## config.mk

```make
export PLATFORM = sky130hd
export DESIGN_NAME = mem_bus_ctrl
export DESIGN_NICKNAME = d
export VERILOG_FILES = /design/src/rtl/mem_bus_ctrl_pkg.sv /design/src/rtl/mem_bus_ctrl_decode.sv /design/src/rtl/mem_bus_ctrl.sv
export SDC_FILE = /design/constraint.sdc
export NUM_CORES = 1
export LEC_CHECK = 0
export CORE_ASPECT_RATIO = 0.6
export CORE_MARGIN = 2
export CORE_UTILIZATION = 38
export CTS_BUF_LIST = sky130_fd_sc_hd__clkbuf_4
export DETAILED_ROUTE_END_ITERATION = 10
export GPL_ROUTABILITY_DRIVEN = 0
export PLACE_DENSITY = 0.78
export RECOVER_POWER = 25
export SYNTH_ARGS = -nofsm -noshare
export SYNTH_HDL_FRONTEND = slang
export SYNTH_SLANG_ARGS = --single-unit
```

## constraint.sdc

```tcl
create_clock -name clk -period 1.91 [get_ports clk]
set_clock_uncertainty 0.1 [all_clocks]
set_input_delay 0.191 -clock clk [delete_from_list [all_inputs] [get_ports clk]]
set_output_delay 0.191 -clock clk [all_outputs]
set_load 0.05 [all_outputs]
```

## src/rtl/mem_bus_ctrl_pkg.sv

```systemverilog
// mem_bus_pkg
// Shared definitions for the memory-mapped bus controller:
//   - cpu bus command encodings (MNONE/MREAD/MWRITE; code 3 behaves as MNONE)
//   - controller FSM state encoding
//   - address-region codes produced by the decoder
//   - width of the wait-state counter (wait values 0..7)
package mem_bus_pkg;

  localparam logic [1:0] MNONE  = 2'd0;
  localparam logic [1:0] MREAD  = 2'd1;
  localparam logic [1:0] MWRITE = 2'd2;

  localparam int WAIT_W = 3;

  typedef enum logic [1:0] {
    IDLE = 2'd0,
    WAIT = 2'd1,
    DONE = 2'd2
  } state_e;

  typedef enum logic [1:0] {
    R_RAM  = 2'd0,
    R_LED  = 2'd1,
    R_SW   = 2'd2,
    R_NONE = 2'd3
  } region_e;

endpackage

```

## src/rtl/mem_bus_ctrl_decode.sv

```systemverilog
// mem_bus_decode
// Combinational address decoder. Maps a cpu address plus command onto a
// region code and the number of wait states that region needs.
// Ports:
//   addr_i    in   ADDR_W   cpu address
//   cmd_i     in   2        cpu command (only MREAD matters: the switch port is read-only)
//   region_o  out  region   R_RAM / R_LED / R_SW / R_NONE
//   wait_o    out  WAIT_W   extra cycles before completion for that region
module mem_bus_decode
  import mem_bus_pkg::*;
#(
  parameter int                ADDR_W   = 9,
  parameter int                RAM_WAIT = 1,
  parameter int                IO_WAIT  = 0,
  parameter logic [ADDR_W-1:0] LED_ADDR = 9'h100,
  parameter logic [ADDR_W-1:0] SW_ADDR  = 9'h140
) (
  input  logic [ADDR_W-1:0] addr_i,
  input  logic [1:0]        cmd_i,
  output region_e           region_o,
  output logic [WAIT_W-1:0] wait_o
);

  // The lower half of the address space is RAM. In the upper half only the
  // LED register and (for reads) the switch port exist; everything else,
  // including a write to the switch port, is unmapped. Unmapped accesses
  // still complete, and take the IO wait count since they live in IO space.
  always_comb begin
    region_o = R_NONE;
    wait_o   = WAIT_W'(IO_WAIT);
    if (!addr_i[ADDR_W-1]) begin
      region_o = R_RAM;
      wait_o   = WAIT_W'(RAM_WAIT);
    end else if (addr_i == LED_ADDR) begin
      region_o = R_LED;
    end else if ((addr_i == SW_ADDR) && (cmd_i == MREAD)) begin
      region_o = R_SW;
    end
  end

endmodule

```

## src/rtl/mem_bus_ctrl.sv

```systemverilog
// mem_bus_ctrl
// Memory-mapped bus controller between the cpu and its RAM, LED register and
// switch port. Each transaction is accepted in IDLE, optionally spends a
// number of wait cycles in WAIT, and completes with a one-cycle ready pulse
// in DONE. Unmapped accesses complete normally but set a sticky error flag.
// Ports:
//   clk        in   1        rising-edge clock
//   reset      in   1        asynchronous, active-high
//   mem_cmd    in   2        MNONE / MREAD / MWRITE (3 = MNONE)
//   mem_addr   in   ADDR_W   access address, held until ready
//   wdata      in   DATA_W   write data, held until ready
//   rdata      out  DATA_W   registered read data, valid while ready=1
//   ready      out  1        transaction-complete pulse
//   ram_addr   out  RAM_AW   RAM address (low bits of mem_addr)
//   ram_write  out  1        RAM write strobe, one cycle per write
//   ram_din    out  DATA_W   RAM write data
//   ram_dout   in   DATA_W   RAM read data (registered inside the RAM)
//   sw_in      in   IO_W     switch inputs
//   led_out    out  IO_W     LED register
//   bus_err    out  1        sticky unmapped-access flag
module mem_bus_ctrl
  import mem_bus_pkg::*;
#(
  parameter int                ADDR_W   = 9,
  parameter int                DATA_W   = 16,
  parameter int                RAM_AW   = 8,
  parameter int                RAM_WAIT = 1,
  parameter int                IO_WAIT  = 0,
  parameter logic [ADDR_W-1:0] LED_ADDR = 9'h100,
  parameter logic [ADDR_W-1:0] SW_ADDR  = 9'h140,
  parameter int                IO_W     = 10
) (
  input  logic              clk,
  input  logic              reset,
  input  logic [1:0]        mem_cmd,
  input  logic [ADDR_W-1:0] mem_addr,
  input  logic [DATA_W-1:0] wdata,
  output logic [DATA_W-1:0] rdata,
  output logic              ready,
  output logic [RAM_AW-1:0] ram_addr,
  output logic              ram_write,
  output logic [DATA_W-1:0] ram_din,
  input  logic [DATA_W-1:0] ram_dout,
  input  logic [IO_W-1:0]   sw_in,
  output logic [IO_W-1:0]   led_out,
  output logic              bus_err
);

  state_e            state_q, state_d;
  logic [WAIT_W-1:0] cnt_q, cnt_d;
  region_e           region_q, region_d;
  logic              isRead_q, isRead_d;
  logic [DATA_W-1:0] rdata_q, rdata_d;
  logic [IO_W-1:0]   led_q, led_d;
  logic              err_q, err_d;

  region_e           decRegion;
  logic [WAIT_W-1:0] decWait;
  logic              accept;
  logic              capture;
  region_e           capRegion;
  logic              ramWrite;

  mem_bus_decode #(
    .ADDR_W   (ADDR_W),
    .RAM_WAIT (RAM_WAIT),
    .IO_WAIT  (IO_WAIT),
    .LED_ADDR (LED_ADDR),
    .SW_ADDR  (SW_ADDR)
  ) u_decode (
    .addr_i   (mem_addr),
    .cmd_i    (mem_cmd),
    .region_o (decRegion),
    .wait_o   (decWait)
  );

  assign accept    = (state_q == IDLE) && ((mem_cmd == MREAD) || (mem_cmd == MWRITE));
  assign ready     = (state_q == DONE);
  assign ram_addr  = mem_addr[RAM_AW-1:0];
  assign ram_din   = wdata;
  assign ram_write = ramWrite;
  assign rdata     = rdata_q;
  assign led_out   = led_q;
  assign bus_err   = err_q;

  // Next-state logic. Writes take effect at the accept edge, so the RAM
  // strobe is driven straight from the decoded inputs only in the accept
  // cycle. Read data is captured on whichever edge enters DONE: the accept
  // edge itself when the region has no wait states (using the live decode),
  // otherwise the WAIT edge where the counter reaches 1 (using the latched
  // region, so address changes during WAIT are ignored).
  always_comb begin
    state_d   = state_q;
    cnt_d     = cnt_q;
    region_d  = region_q;
    isRead_d  = isRead_q;
    rdata_d   = rdata_q;
    led_d     = led_q;
    err_d     = err_q;
    ramWrite  = 1'b0;
    capture   = 1'b0;
    capRegion = region_q;

    case (state_q)
      IDLE: begin
        if (accept) begin
          region_d  = decRegion;
          isRead_d  = (mem_cmd == MREAD);
          cnt_d     = decWait;
          state_d   = (decWait != '0) ? WAIT : DONE;
          capture   = (mem_cmd == MREAD) && (decWait == '0);
          capRegion = decRegion;
          if (mem_cmd == MWRITE) begin
            if (decRegion == R_RAM) ramWrite = 1'b1;
            if (decRegion == R_LED) led_d = wdata[IO_W-1:0];
          end
          if (decRegion == R_NONE) err_d = 1'b1;
        end
      end
      WAIT: begin
        cnt_d = cnt_q - 1'b1;
        if (cnt_q == WAIT_W'(1)) begin
          state_d = DONE;
          capture = isRead_q;
        end
      end
      DONE:    state_d = IDLE;
      default: state_d = IDLE;
    endcase

    if (capture) begin
      case (capRegion)
        R_RAM:   rdata_d = ram_dout;
        R_LED:   rdata_d = DATA_W'(led_q);
        R_SW:    rdata_d = DATA_W'(sw_in);
        default: rdata_d = '0;
      endcase
    end
  end

  // State and data registers. Reset abandons any transaction in flight and
  // clears the visible registers; RAM contents live outside and are kept.
  always_ff @(posedge clk or posedge reset) begin
    if (reset) begin
      state_q  <= IDLE;
      cnt_q    <= '0;
      region_q <= R_NONE;
      isRead_q <= 1'b0;
      rdata_q  <= '0;
      led_q    <= '0;
      err_q    <= 1'b0;
    end else begin
      state_q  <= state_d;
      cnt_q    <= cnt_d;
      region_q <= region_d;
      isRead_q <= isRead_d;
      rdata_q  <= rdata_d;
      led_q    <= led_d;
      err_q    <= err_d;
    end
  end

endmodule

```

==> metrics <==
critical path peak fanout 5; pins over their slew limit 0; share of cells above drive strength 1 0.3884; ys async rst share 1.000; Total Power 4.153 mW; synth cell count leaders 34 x nand2_1, 33 x dfrtp_1, 24 x buf_4, 17 x inv_1, 16 x o31ai_1; failing checks setup timing; CTS H-Tree Depth 2; CP Buf/Inv Count 2; final setup vio count 10; Synth cell types 40; most used flip-flop cell after synthesis dfrtp_1; Place WS -600.7 ps; area leader, netlist dfrtp_1; Arrival @ worst endpoint 1710 ps; first-pass GRT wire length 11.35 mm; Cell Area, Placed 3463 µm²; XOR/XNOR Fraction of Synth Area 0; Die Y 63.98 µm; post-DR vias/cell 5.544; floorplan row count 21; P_leak 1.755 nW; Post-Synth Adder-Cell Area 0.02197; sw frac 0.4771; clk root buf clkbuf_4; Post-Syn Instances 241; DR vias 2356; filler-free cell count of the finished design 425; top cells by area, synth dfrtp_1 36%, buf_4 7.9%, nand2_1 5.6%; port bufs 95; Reg clk slew, reported paths 120 ps; Routed WL 7.452 mm; CP delay by family, top simple AND/OR/NAND/NOR gates; number of synthesized flops with an enable pin 0; most common cell in the netlist nand2_1; Int Pwr 2.172 mW; max incr delay on CP 480 ps; CTS tree done; CP cell instances or3_4, buf_6, nor3b_4, buf_12; Post-Synth Simple-Gate Area 0.1345; All-Layer GR Usage 0.2129; Clock Tree Buf Depth 2; CTS Hold Bufs 0; final core utilization 0.6836; VDD IR max 0.0004796 V; Flop pwr share 0.286; register area share after synthesis 0.3855; wire per inst 17.53 µm; Boundary Pins 108; number of synthesis warnings 0; Worst setup EP type output pin; Achievable Freq 500.9 MHz; Synth Register Bits 35; Net Sw Power 1.981 mW; main combinational cell family by area after synthesis compound AO/OA/AOI/OAI gates; max-slew headroom at the worst pin 0.4129; Crit Path Class register to output pin; Slew @ Worst Pin 880.7 ps; complex-gate fraction of the synthesized area 0.2554; maximum number of pins on one net before global-route repair 36; die span in x 104.0 µm; vias in the first global route 2354; Mapped Area 2278 µm²; antenna-violating nets left 0; DRT Pass-1 Iters 4; RSZ-0062 raised after global routing yes; clk sinks 35; post-synth top area share 0.3624; min-delay worst type primary input to register; Ant. Diodes 0; Final min period 1996 ps; CP max stage cell dfrtp_2; antenna violations before repair 0; total grt overflow 0; Clock Power Share 0.098; Final #Nets 403; initial core utilization 0.4015; Worst Path Required 1620 ps; Initial DRC Count 122; run status complete, but fails checks; area grow syn2layout 70.29%; Comb power frac 0.616; Die Area 6652 µm²; CP Launch Type register; Core Area 5675 µm²; pwr/cell area 1070 nW/µm²; worst setup margin -86.29 ps; Final Cell Area 3880 µm²; Synthesized Nets 300; Max-Cap Viols 0; # placed instances 411; Detail Placement HPWL 5.255 mm; final period utilization 1.045; drc violations 0; mean post-synth cell area 9.454 µm²; clock buffer count from CTS 5; mux cell area share after synthesis 0.05876; final count of hold timing violations 0; clock latency on the worst-skew pair 340 ps
==> stage by stage <==
step	hold slack [ps]	TNS [ps]
global placement	282.3	-10870
detailed placement	282.3	-12130
CTS	154.7	-456.0
global route	277.2	-1325
finish	279.1	-499.6
floorplan	225.0	-40.77
==> metal layers <==
layer | up-vias | track usage | share of wire
li1 | 1085 | - | -
met5 | - | 0 | 0
met1 | 1142 | 0.2736 | 0.42
met4 | 0 | 0.04899 | 0.014
met3 | 10 | 0.06327 | 0.084
met2 | 119 | 0.3569 | 0.48
==> sequential cells by signal (all words and copies together), names as in the netlist <==
register	flops
region_q	2
rdata	16
bus_err	1
cnt_q	3
led_out	10
isRead_q	1
state_q	2
==> cells in the final DEF (no fill, tap or decap), types with 4 or more instances in the layout <==
cell              n
mux2_2           11
a311oi_2         10
dfrtp_1          31
inv_1            16
nand2_1          34
clkdlybuf4s50_1  62
buf_6             9
o221ai_1          7
o311ai_1          4
o31ai_2          10
buf_12           13
clkbuf_4          6
a211oi_1          6
o21ai_0           8
dlymetal6s2s_1    8
o311ai_0          4
buf_4            41
a211oi_2          4
==> path summary, 6_finish.rpt <==
check / depth (start not counted) / endpoint / from / slack [ps]
worst min-delay path: 3 / rdata[14] / ram_dout[14] / 280
worst max register to register: 5 / rdata[7] / state_q[0] / -70
worst min register to register: 1 / bus_err / bus_err / 390
min in group asynchronous: 3 / rdata[10] / reset / 430
max in group asynchronous: 3 / state_q[1] / reset / 640
worst max-delay path: 4 / ram_write / state_q[0] / -90
==> layout make-up <==
cell class	instances	area (µm²)
clock inverter	2	7.507
timing repair buffer	137	1423
tap	80	100.1
clock buffer	6	45.04
sequential	35	880.8
multi-input combinational	148	1360
inverter	17	63.81
fill	448	1795
==> timing repair <==
action | 4_1_cts | 5_1_grt
setup endpoints to repair | 11 | 34
setup buffers | 3 | 1
pin swaps | 8 | 12
cloned | 1 | 1
gates resized for setup | 39 | 37
==> power by group through the flow <==
| stage | combinational, mW | clock [mW] | sequential, mW |
|---|---|---|---|
| 2_1_floorplan | 1.00 | 0 | 1.58 |
| 3_3_place_gp | 2.06 | 0 | 1.16 |
| 3_5_place_dp | 2.11 | 0 | 1.18 |
| 4_1_cts | 2.35 | 0.414 | 1.17 |
| 5_1_grt | 2.70 | 0.459 | 1.22 |
| 6_report | 2.56 | 0.407 | 1.19 |
==> logic make-up (layout without fill, tap and decap cells) <==
| group | count (synthesis) | after routing |
|---|---|---|
| AO/OA/AOI/OAI | 74 | 74 |
| AND/OR/NAND/NOR | 58 | 58 |
| flip-flops | 35 | 35 |
| buffers and inverters | 58 | 162 |
| multiplexers | 12 | 12 |
| adder cells (fa/ha/maj) | 4 | 4 |
==> worst min-delay path: cells and delay by family <==
kind                   cells  cell delay (ps)
buffers and inverters      1              390
AND/OR/NAND/NOR            1               60
AO/OA/AOI/OAI              1               50
Power figures use the tool's default switching activity.
